===== src/rtl/mult_norm_ctrl.sv =====
// mult_norm_ctrl: sequential normaliser for the FP multiplier raw product, valid/ready in and out
module mult_norm_ctrl #(
  parameter int EXP_W  = 8,
  parameter int MANT_W = 23
) (
  input  logic                    clk,
  input  logic                    rst_n,
  input  logic                    in_valid,
  output logic                    in_ready,
  input  logic [EXP_W-1:0]        in_exp,
  input  logic [2*MANT_W+1:0]     in_mant,
  output logic                    out_valid,
  input  logic                    out_ready,
  output logic [EXP_W-1:0]        out_exp,
  output logic [2*MANT_W+1:0]     out_mant,
  output logic                    ovf,
  output logic                    unf,
  output logic                    zero,
  output logic                    busy
);
  localparam int PW = 2*MANT_W+2;
  localparam logic [EXP_W-1:0] EMAX = '1;

  typedef enum logic [1:0] {IDLE, NORM, DONE} state_t;

  state_t          state_q, state_d;
  logic [EXP_W-1:0] exp_q, exp_d;
  logic [PW-1:0]    mant_q, mant_d;
  logic             ovf_q, ovf_d, unf_q, unf_d, zero_q, zero_d;

  // next-state: accept in IDLE, one normalisation step per cycle in NORM, hold in DONE until taken
  always_comb begin
    state_d = state_q;
    exp_d   = exp_q;
    mant_d  = mant_q;
    ovf_d   = ovf_q;
    unf_d   = unf_q;
    zero_d  = zero_q;
    case (state_q)
      IDLE: if (in_valid) begin
        state_d = NORM;
        exp_d   = in_exp;
        mant_d  = in_mant;
        ovf_d   = 1'b0;
        unf_d   = 1'b0;
        zero_d  = 1'b0;
      end
      NORM: begin
        if (mant_q[PW-1]) begin
          mant_d  = mant_q >> 1;
          exp_d   = (exp_q == EMAX) ? exp_q : exp_q + 1'b1;
          ovf_d   = (exp_q == EMAX) || (exp_q == EMAX - 1'b1);
          state_d = DONE;
        end else if (mant_q == '0) begin
          exp_d   = '0;
          zero_d  = 1'b1;
          state_d = DONE;
        end else if (mant_q[PW-2]) begin
          state_d = DONE;
        end else if (exp_q == '0) begin
          unf_d   = 1'b1;
          state_d = DONE;
        end else begin
          mant_d  = mant_q << 1;
          exp_d   = exp_q - 1'b1;
        end
      end
      DONE: state_d = out_ready ? IDLE : DONE;
      default: state_d = IDLE;
    endcase
  end

  // state and datapath registers; async reset aborts any operation in flight
  always_ff @(posedge clk or negedge rst_n) begin
    if (!rst_n) begin
      state_q <= IDLE;
      exp_q   <= '0;
      mant_q  <= '0;
      ovf_q   <= 1'b0;
      unf_q   <= 1'b0;
      zero_q  <= 1'b0;
    end else begin
      state_q <= state_d;
      exp_q   <= exp_d;
      mant_q  <= mant_d;
      ovf_q   <= ovf_d;
      unf_q   <= unf_d;
      zero_q  <= zero_d;
    end
  end

  assign in_ready  = state_q == IDLE;
  assign out_valid = state_q == DONE;
  assign busy      = state_q != IDLE;
  assign out_exp   = exp_q;
  assign out_mant  = mant_q;
  assign ovf       = ovf_q & out_valid;
  assign unf       = unf_q & out_valid;
  assign zero      = zero_q & out_valid;
endmodule


===== config.mk =====
export PLATFORM = sky130hd
export DESIGN_NAME = mult_norm_ctrl
export DESIGN_NICKNAME = d
export VERILOG_FILES = /design/src/rtl/mult_norm_ctrl.sv
export SDC_FILE = /design/constraint.sdc
export NUM_CORES = 1
export LEC_CHECK = 0
export CORE_UTILIZATION = 43
export CTS_BUF_LIST = sky130_fd_sc_hd__clkbuf_4 sky130_fd_sc_hd__clkbuf_8 sky130_fd_sc_hd__clkbuf_16
export DETAILED_ROUTE_END_ITERATION = 12
export HOLD_SLACK_MARGIN = 0.1
export PLACE_DENSITY = 0.77
export SLEW_MARGIN = 25
export SYNTH_ARGS = -nofsm -noshare
export SYNTH_HDL_FRONTEND = slang
export SYNTH_SLANG_ARGS = --single-unit

===== constraint.sdc =====
create_clock -name clk -period 2.42 [get_ports clk]
set_clock_uncertainty 0.2 [all_clocks]
set_input_delay 0.363 -clock clk [delete_from_list [all_inputs] [get_ports clk]]
set_output_delay 0.363 -clock clk [all_outputs]
set_load 0.005 [all_outputs]

# ---- Word level (Yosys, flattened, before mapping)
# Index checks and enable logic that the tools add are counted.
dict set report op_classes {
  add_sub_neg 2
  multipliers 0
  div 0
  n_lt_le_gt_ge 0
  n_eq_ne 18
  shift 0
  muxes 31
  bitwise_logic 3
  n_reduce_logical 14
}
# op count
set op_table {}
lappend op_table {{47-bit 2-to-1 mux} 4}
lappend op_table {{48-bit one-hot mux with 2 select lines} 1}
lappend op_table {{48-bit logical NOT} 1}
lappend op_table {{48-bit 2-to-1 mux} 1}
lappend op_table {{8-bit 2-to-1 mux} 6}
lappend op_table {{8-bit equality test (second input constant)} 2}
lappend op_table {{8-bit one-hot mux with 2 select lines} 1}
lappend op_table {{2-bit inequality test (second input constant)} 7}
lappend op_table {{2-bit 2-to-1 mux} 6}
lappend op_table {{3-bit inequality test (second input constant)} 4}
lappend op_table {{5-bit AND reduction} 2}
lappend op_table {{8-bit by 1-bit adder with 8-bit output (second input constant)} 1}
lappend op_table {{8-bit logical NOT} 1}
lappend op_table {{1-bit 2-to-1 mux} 8}
lappend op_table {{4-bit inequality test (second input constant)} 2}
lappend op_table {{8-bit by 1-bit subtractor with 8-bit output (second input constant)} 1}
lappend op_table {{1-bit one-hot mux with 2 select lines} 3}
lappend op_table {{2-bit one-hot mux with 3 select lines} 1}
lappend op_table {{3-bit AND reduction} 2}
lappend op_table {{6-bit AND reduction} 1}
lappend op_table {{5-bit inequality test (second input constant)} 1}
lappend op_table {{2-bit AND reduction} 2}
lappend op_table {{4-bit AND reduction} 1}
lappend op_table {{2-bit nonzero test} 2}
lappend op_table {{other kinds (5)} 7}
dict set report totals {
  reg_bits 61
  latch_bits 0
  ramBits 0
  romBits 0
  input_bits 60
  out_inout_bits 62
  word_cells 76
  memories 0
}

# ---- Longest topological paths before layout
dict set report depth {
  ltp_word 6
  mapped_depth 9
  depth_no_buf 7
}

# ---- Worst setup path after synthesis
# OpenSTA, ideal clock, no wires.
dict set report synth_timing {
  kind {reg-to-reg}
  from {register exp_q[0], in the netlist out_exp[0]}
  to {register mant_q[0], in the netlist out_mant[0]}
  setup_time_ns 0.125
  arrival_ns 2.212
  required_time_ns 2.095
  path_slack_ns -0.117
  stages_incl_launch_ff 9
  path_buffers 1
  period_less_slack_ns 2.537
  cell_sequence {dfrtp_1 inv_1 ha_1 nor3b_1 a21oi_1 o21ai_2 a31oi_4 buf_6 mux2_4}
}
dict set report synth_between {
  elab_chain_len 3
}
# item line_no
set synth_lines {}
lappend synth_lines {{start, declared} 27} ;# logic [EXP_W-1:0] exp_q, exp_d;
lappend synth_lines {{start signal, assigned} 84} ;# exp_q <= exp_d;
lappend synth_lines {{8-bit logical NOT} 60} ;# end else if (exp_q == '0) begin
lappend synth_lines {{3-bit inequality test (no source line)} --}
lappend synth_lines {{5-bit AND reduction (no source line)} --}
lappend synth_lines {{end signal, assigned} 85} ;# mant_q <= mant_d;
lappend synth_lines {{end, declared} 28} ;# logic [PW-1:0] mant_q, mant_d;
# Every way passes these cells.
# A chain may end at the register's enable or synchronous reset.

# ---- Final worst setup path
dict set report layout_timing {
  from {register mant_q[21], in the netlist out_mant[21]}
  to {register mant_q[5], in the netlist out_mant[5]}
}
dict set report layout_between {
  elab_chain_len 3
}
# item line_no
set layout_lines {}
lappend layout_lines {{48-bit logical NOT} 54} ;# end else if (mant_q == '0) begin
lappend layout_lines {{3-bit inequality test (no source line)} --}
lappend layout_lines {{5-bit AND reduction (no source line)} --}
# Every way passes these cells.

==> out/qor.log <==
qor: run_status.status complete, but fails checks
qor: run_status.failed_checks design-rule violations
qor: global_routing.grt_overflow_total 0
qor: hold_path.hold_path_class flop to flop
qor: clock_tree.cts.sink_count 61
qor: power_and_ir_drop.peakVddDrop 0.704 mV
qor: drt.wl 12000 µm
qor: drt.detailedRoute.firstIterationViolations 291
qor: clock_tree.cts_buffers 9
qor: floorplan.floorplan.core_area 0.00885 mm²
qor: worst_setup_path.crit_fanout 36
qor: sta.rsz0062_at_grt false
qor: power_and_ir_drop.leakage_power 2.62 nW
qor: yosys.synth.avg_cell_area 10.8 µm²
qor: yosys.synth_seq_cells 61
qor: yosys.postSynth.asyncResetShare 1.00
qor: worst_setup_path.cp.arrival 2.36 ns
qor: floorplan.starting_density 0.450
qor: worst_setup_path.crit_path_end_kind flop
qor: yosys.yosysUniqueCellTypes 55
qor: clock_tree.htree_levels 3
qor: yosys.post_synth_instance_area 0.00398 mm²
qor: drt.firstDrtPassIters 9
qor: sta.slew_headroom 0.648
qor: drt.route.vias.total 3802
qor: placed_design.dpl.hpwl 8240 µm
qor: power_and_ir_drop.part_of_the_total_power_dissipated_in_combinational_logic 0.614
qor: floorplan.die_height 98.3 µm
qor: worst_setup_path.critical_path_class flop to flop
qor: floorplan.core.rowCount 34
qor: clock_tree.clock_tree_from_tritoncts done
qor: job.max-cap-violations 0
qor: sta.final-setup-viol-count 0
qor: worst_setup_path.setup.worst_path.start_class flop
qor: floorplan.die_x 98.3 µm
qor: yosys.dominantRegCellSynth sky130_fd_sc_hd__dfrtp_1
qor: clock_tree.clkSlewWorstSetupHoldPaths 0.07 ns
qor: global_routing.antenna_found_initial 0
qor: finish.synth_to_final_area_change 45.9%
qor: finish.final_layout_size_suffix_gt1_frac 0.253
qor: power_and_ir_drop.swShare 0.374
qor: worst_setup_path.critical_path_required 2.45 ns
qor: sta.finalCriticalPeriod 2.34 ns
qor: sta.fin_tns_setup 0 ns
qor: yosys.post_synth_main_area_contributors sky130_fd_sc_hd__dfrtp_1 38%, sky130_fd_sc_hd__a221o_1 11%, sky130_fd_sc_hd__mux2_4 7.9%
qor: finish.antenna-diode-count 0
qor: power_and_ir_drop.power.share.clock 0.132
qor: sta.fin_crit_sh 0.966
qor: floorplan.top_level_port_count 122
qor: clock_tree.clk_latency 0.34 ns
qor: drt.detail_route.drc_violations 5
qor: yosys.synthesis.nets 433
qor: drt.detail_route.wl_per_cell 18.9 µm
qor: power_and_ir_drop.switchingPower 3.03 mW
qor: finish.num-fill-cells 721
qor: yosys.synth_sequential_area_ratio 0.383
qor: global_routing.grt.total_usage 0.250
qor: sta.finalMaxSlewViolations 0
qor: sta.worst-slew-pin-transition 0.525 ns
qor: clock_tree.root_buf_cell sky130_fd_sc_hd__clkbuf_8
qor: yosys.synthesis.yosys.warnings 0
qor: drt.drtAntennaViolNets 0
qor: finish.net_count_final 585
qor: sta.hold_ws 0.289 ns
qor: placed_design.globalplace.congestion 0.895
qor: yosys.yosys.area.top_type_share 0.383
qor: clock_tree.post_cts_setup_inserts 0
qor: placed_design.port-buffer-count 121
qor: global_routing.grt_max_degree 62
qor: power_and_ir_drop.power_density 1390 mW/mm²
qor: sta.final_hold_viol_count 0
qor: global_routing.grt_first_pass_wirelength 19300 µm
qor: global_routing.vias_in_the_first_global_route 3863
qor: yosys.post_synth_edffs 0
qor: yosys.top_cell_type_by_total_area_after_synthesis sky130_fd_sc_hd__dfrtp_1
qor: finish.fin_util 0.657
qor: yosys.synthCells 369
qor: power_and_ir_drop.p_int 5.06 mW
qor: drt.route.detailed.vias_per_inst 6.00
qor: floorplan.dieArea 0.00965 mm²
qor: sta.max_freq 428 MHz
qor: clock_tree.cts_buffer_depth 2
qor: power_and_ir_drop.seqPwrFrac 0.254
worst max-delay path, stage by stage (launching register included):
cell	delay, ns
sky130_fd_sc_hd__dfrtp_1	0.38
sky130_fd_sc_hd__nor4_1	0.33
sky130_fd_sc_hd__and4_1	0.32
sky130_fd_sc_hd__and3_2	0.31
sky130_fd_sc_hd__a31oi_4	0.14
sky130_fd_sc_hd__buf_12	0.21
sky130_fd_sc_hd__mux2_4	0.32
cells in the final DEF (no fill, tap or decap), types with 5 or more instances in the layout:
master | netlist | layout
sky130_fd_sc_hd__a21oi_1 | 8 | 7
sky130_fd_sc_hd__a221o_1 | 45 | 45
sky130_fd_sc_hd__and3_1 | 48 | 48
sky130_fd_sc_hd__buf_4 | 1 | 49
sky130_fd_sc_hd__clkbuf_8 | 0 | 11
sky130_fd_sc_hd__clkdlybuf4s50_1 | 0 | 120
sky130_fd_sc_hd__dfrtp_1 | 61 | 61
sky130_fd_sc_hd__inv_1 | 5 | 5
sky130_fd_sc_hd__mux2_2 | 27 | 27
sky130_fd_sc_hd__mux2_4 | 21 | 21
sky130_fd_sc_hd__nand2_1 | 16 | 16
sky130_fd_sc_hd__nand3_1 | 9 | 9
sky130_fd_sc_hd__nor2_1 | 9 | 9
sky130_fd_sc_hd__nor4_1 | 13 | 10
path summary, 6_finish.rpt:
check	from	endpoint	slack, ns	depth (start not counted)
setup reg to reg	out_mant[21]	out_mant[5]	0.08	6
max in group asynchronous	rst_n	out_mant[11]	1.39	3
hold / removal	unf_q	unf_q	0.29	1
min in group asynchronous	rst_n	out_mant[31]	0.34	3
setup / recovery	out_mant[21]	out_mant[5]	0.08	6
hold reg to reg	unf_q	unf_q	0.29	1
timing repair:
| item | 4_1_cts | 5_1_grt |
|---|---|---|
| setup endpoints to repair | 0 | 48 |
| hold buffers | 1 | 0 |
| hold endpoints to repair | 61 | 0 |
| resized for setup | 0 | 3 |
per-layer routing:
metal,vias up,share of wire,track usage,routed length [µm]
met4,0,0.019,0.0861,223
met5,-,0,0,0
met1,1852,0.43,0.332,5170
met2,181,0.48,0.408,5760
met3,18,0.070,0.0480,838
li1,1751,-,-,-
logic make-up after synthesis:
group,after synthesis,share of synthesized area
AO/OA/AOI/OAI,89,0.196
adder cells (fa/ha/maj),4,0.0126
XOR/XNOR,5,0.0110
multiplexers,48,0.155
flip-flops,61,0.383
AND/OR/NAND/NOR,125,0.188
buffers and inverters,37,0.0543
state kept, by name, summed over array words and instances (netlist names):
signal    count
out_mant     48
out_exp       8
state_q       2
ovf_q         1
unf_q         1
zero_q        1
synth_stat cells (4+ instances only):
cell and count:
sky130_fd_sc_hd__inv_1 5, sky130_fd_sc_hd__nor4_1 13, sky130_fd_sc_hd__dfrtp_1 61, sky130_fd_sc_hd__a221o_1 45
sky130_fd_sc_hd__nand3_1 9, sky130_fd_sc_hd__nor2_1 9, sky130_fd_sc_hd__a21oi_1 8, sky130_fd_sc_hd__and2_1 4
sky130_fd_sc_hd__and3_1 48, sky130_fd_sc_hd__mux2_2 27, sky130_fd_sc_hd__o31ai_1 4, sky130_fd_sc_hd__nand2_1 16
sky130_fd_sc_hd__nor3_1 4, sky130_fd_sc_hd__ha_1 4, sky130_fd_sc_hd__mux2_4 21, sky130_fd_sc_hd__buf_6 9
sky130_fd_sc_hd__o21ai_0 4, sky130_fd_sc_hd__clkbuf_1 17
power by group through the flow:
stage | clock network, mW | registers, mW | logic [mW]
finish | 1.07 | 2.05 | 4.96
global route | 1.12 | 2.12 | 5.29
CTS | 1.08 | 2.03 | 4.93
detailed placement | 0 | 2.03 | 4.89
global placement | 0 | 2.01 | 4.79
floorplan | 0 | 2.10 | 2.61
stage by stage:
stage / total power [mW] / cells / setup slack, ns / area (µm²)
4_1_cts: 8.03 / 634 / 0.00982 / 5790
6_report: 8.08 / 634 / 0.0819 / 5810
3_3_place_gp: 6.81 / 617 / -0.160 / 5550
2_1_floorplan: 4.71 / 369 / 0.00753 / 3990
5_1_grt: 8.53 / 634 / 0.000717 / 5810
3_5_place_dp: 6.92 / 617 / -0.177 / 5550
cell type report:
cell class | instances | area, µm² | share of cell area
flip-flops and latches | 61 | 1530 | 0.263
multi-input cells | 271 | 2270 | 0.391
inverters | 5 | 18.8 | 0.00323
repair buffers | 173 | 1620 | 0.279
well taps | 108 | 135 | 0.0233
clock inverters | 3 | 67.6 | 0.0116
clock buffers | 13 | 166 | 0.0286
(Power assumes the default switching activity.)
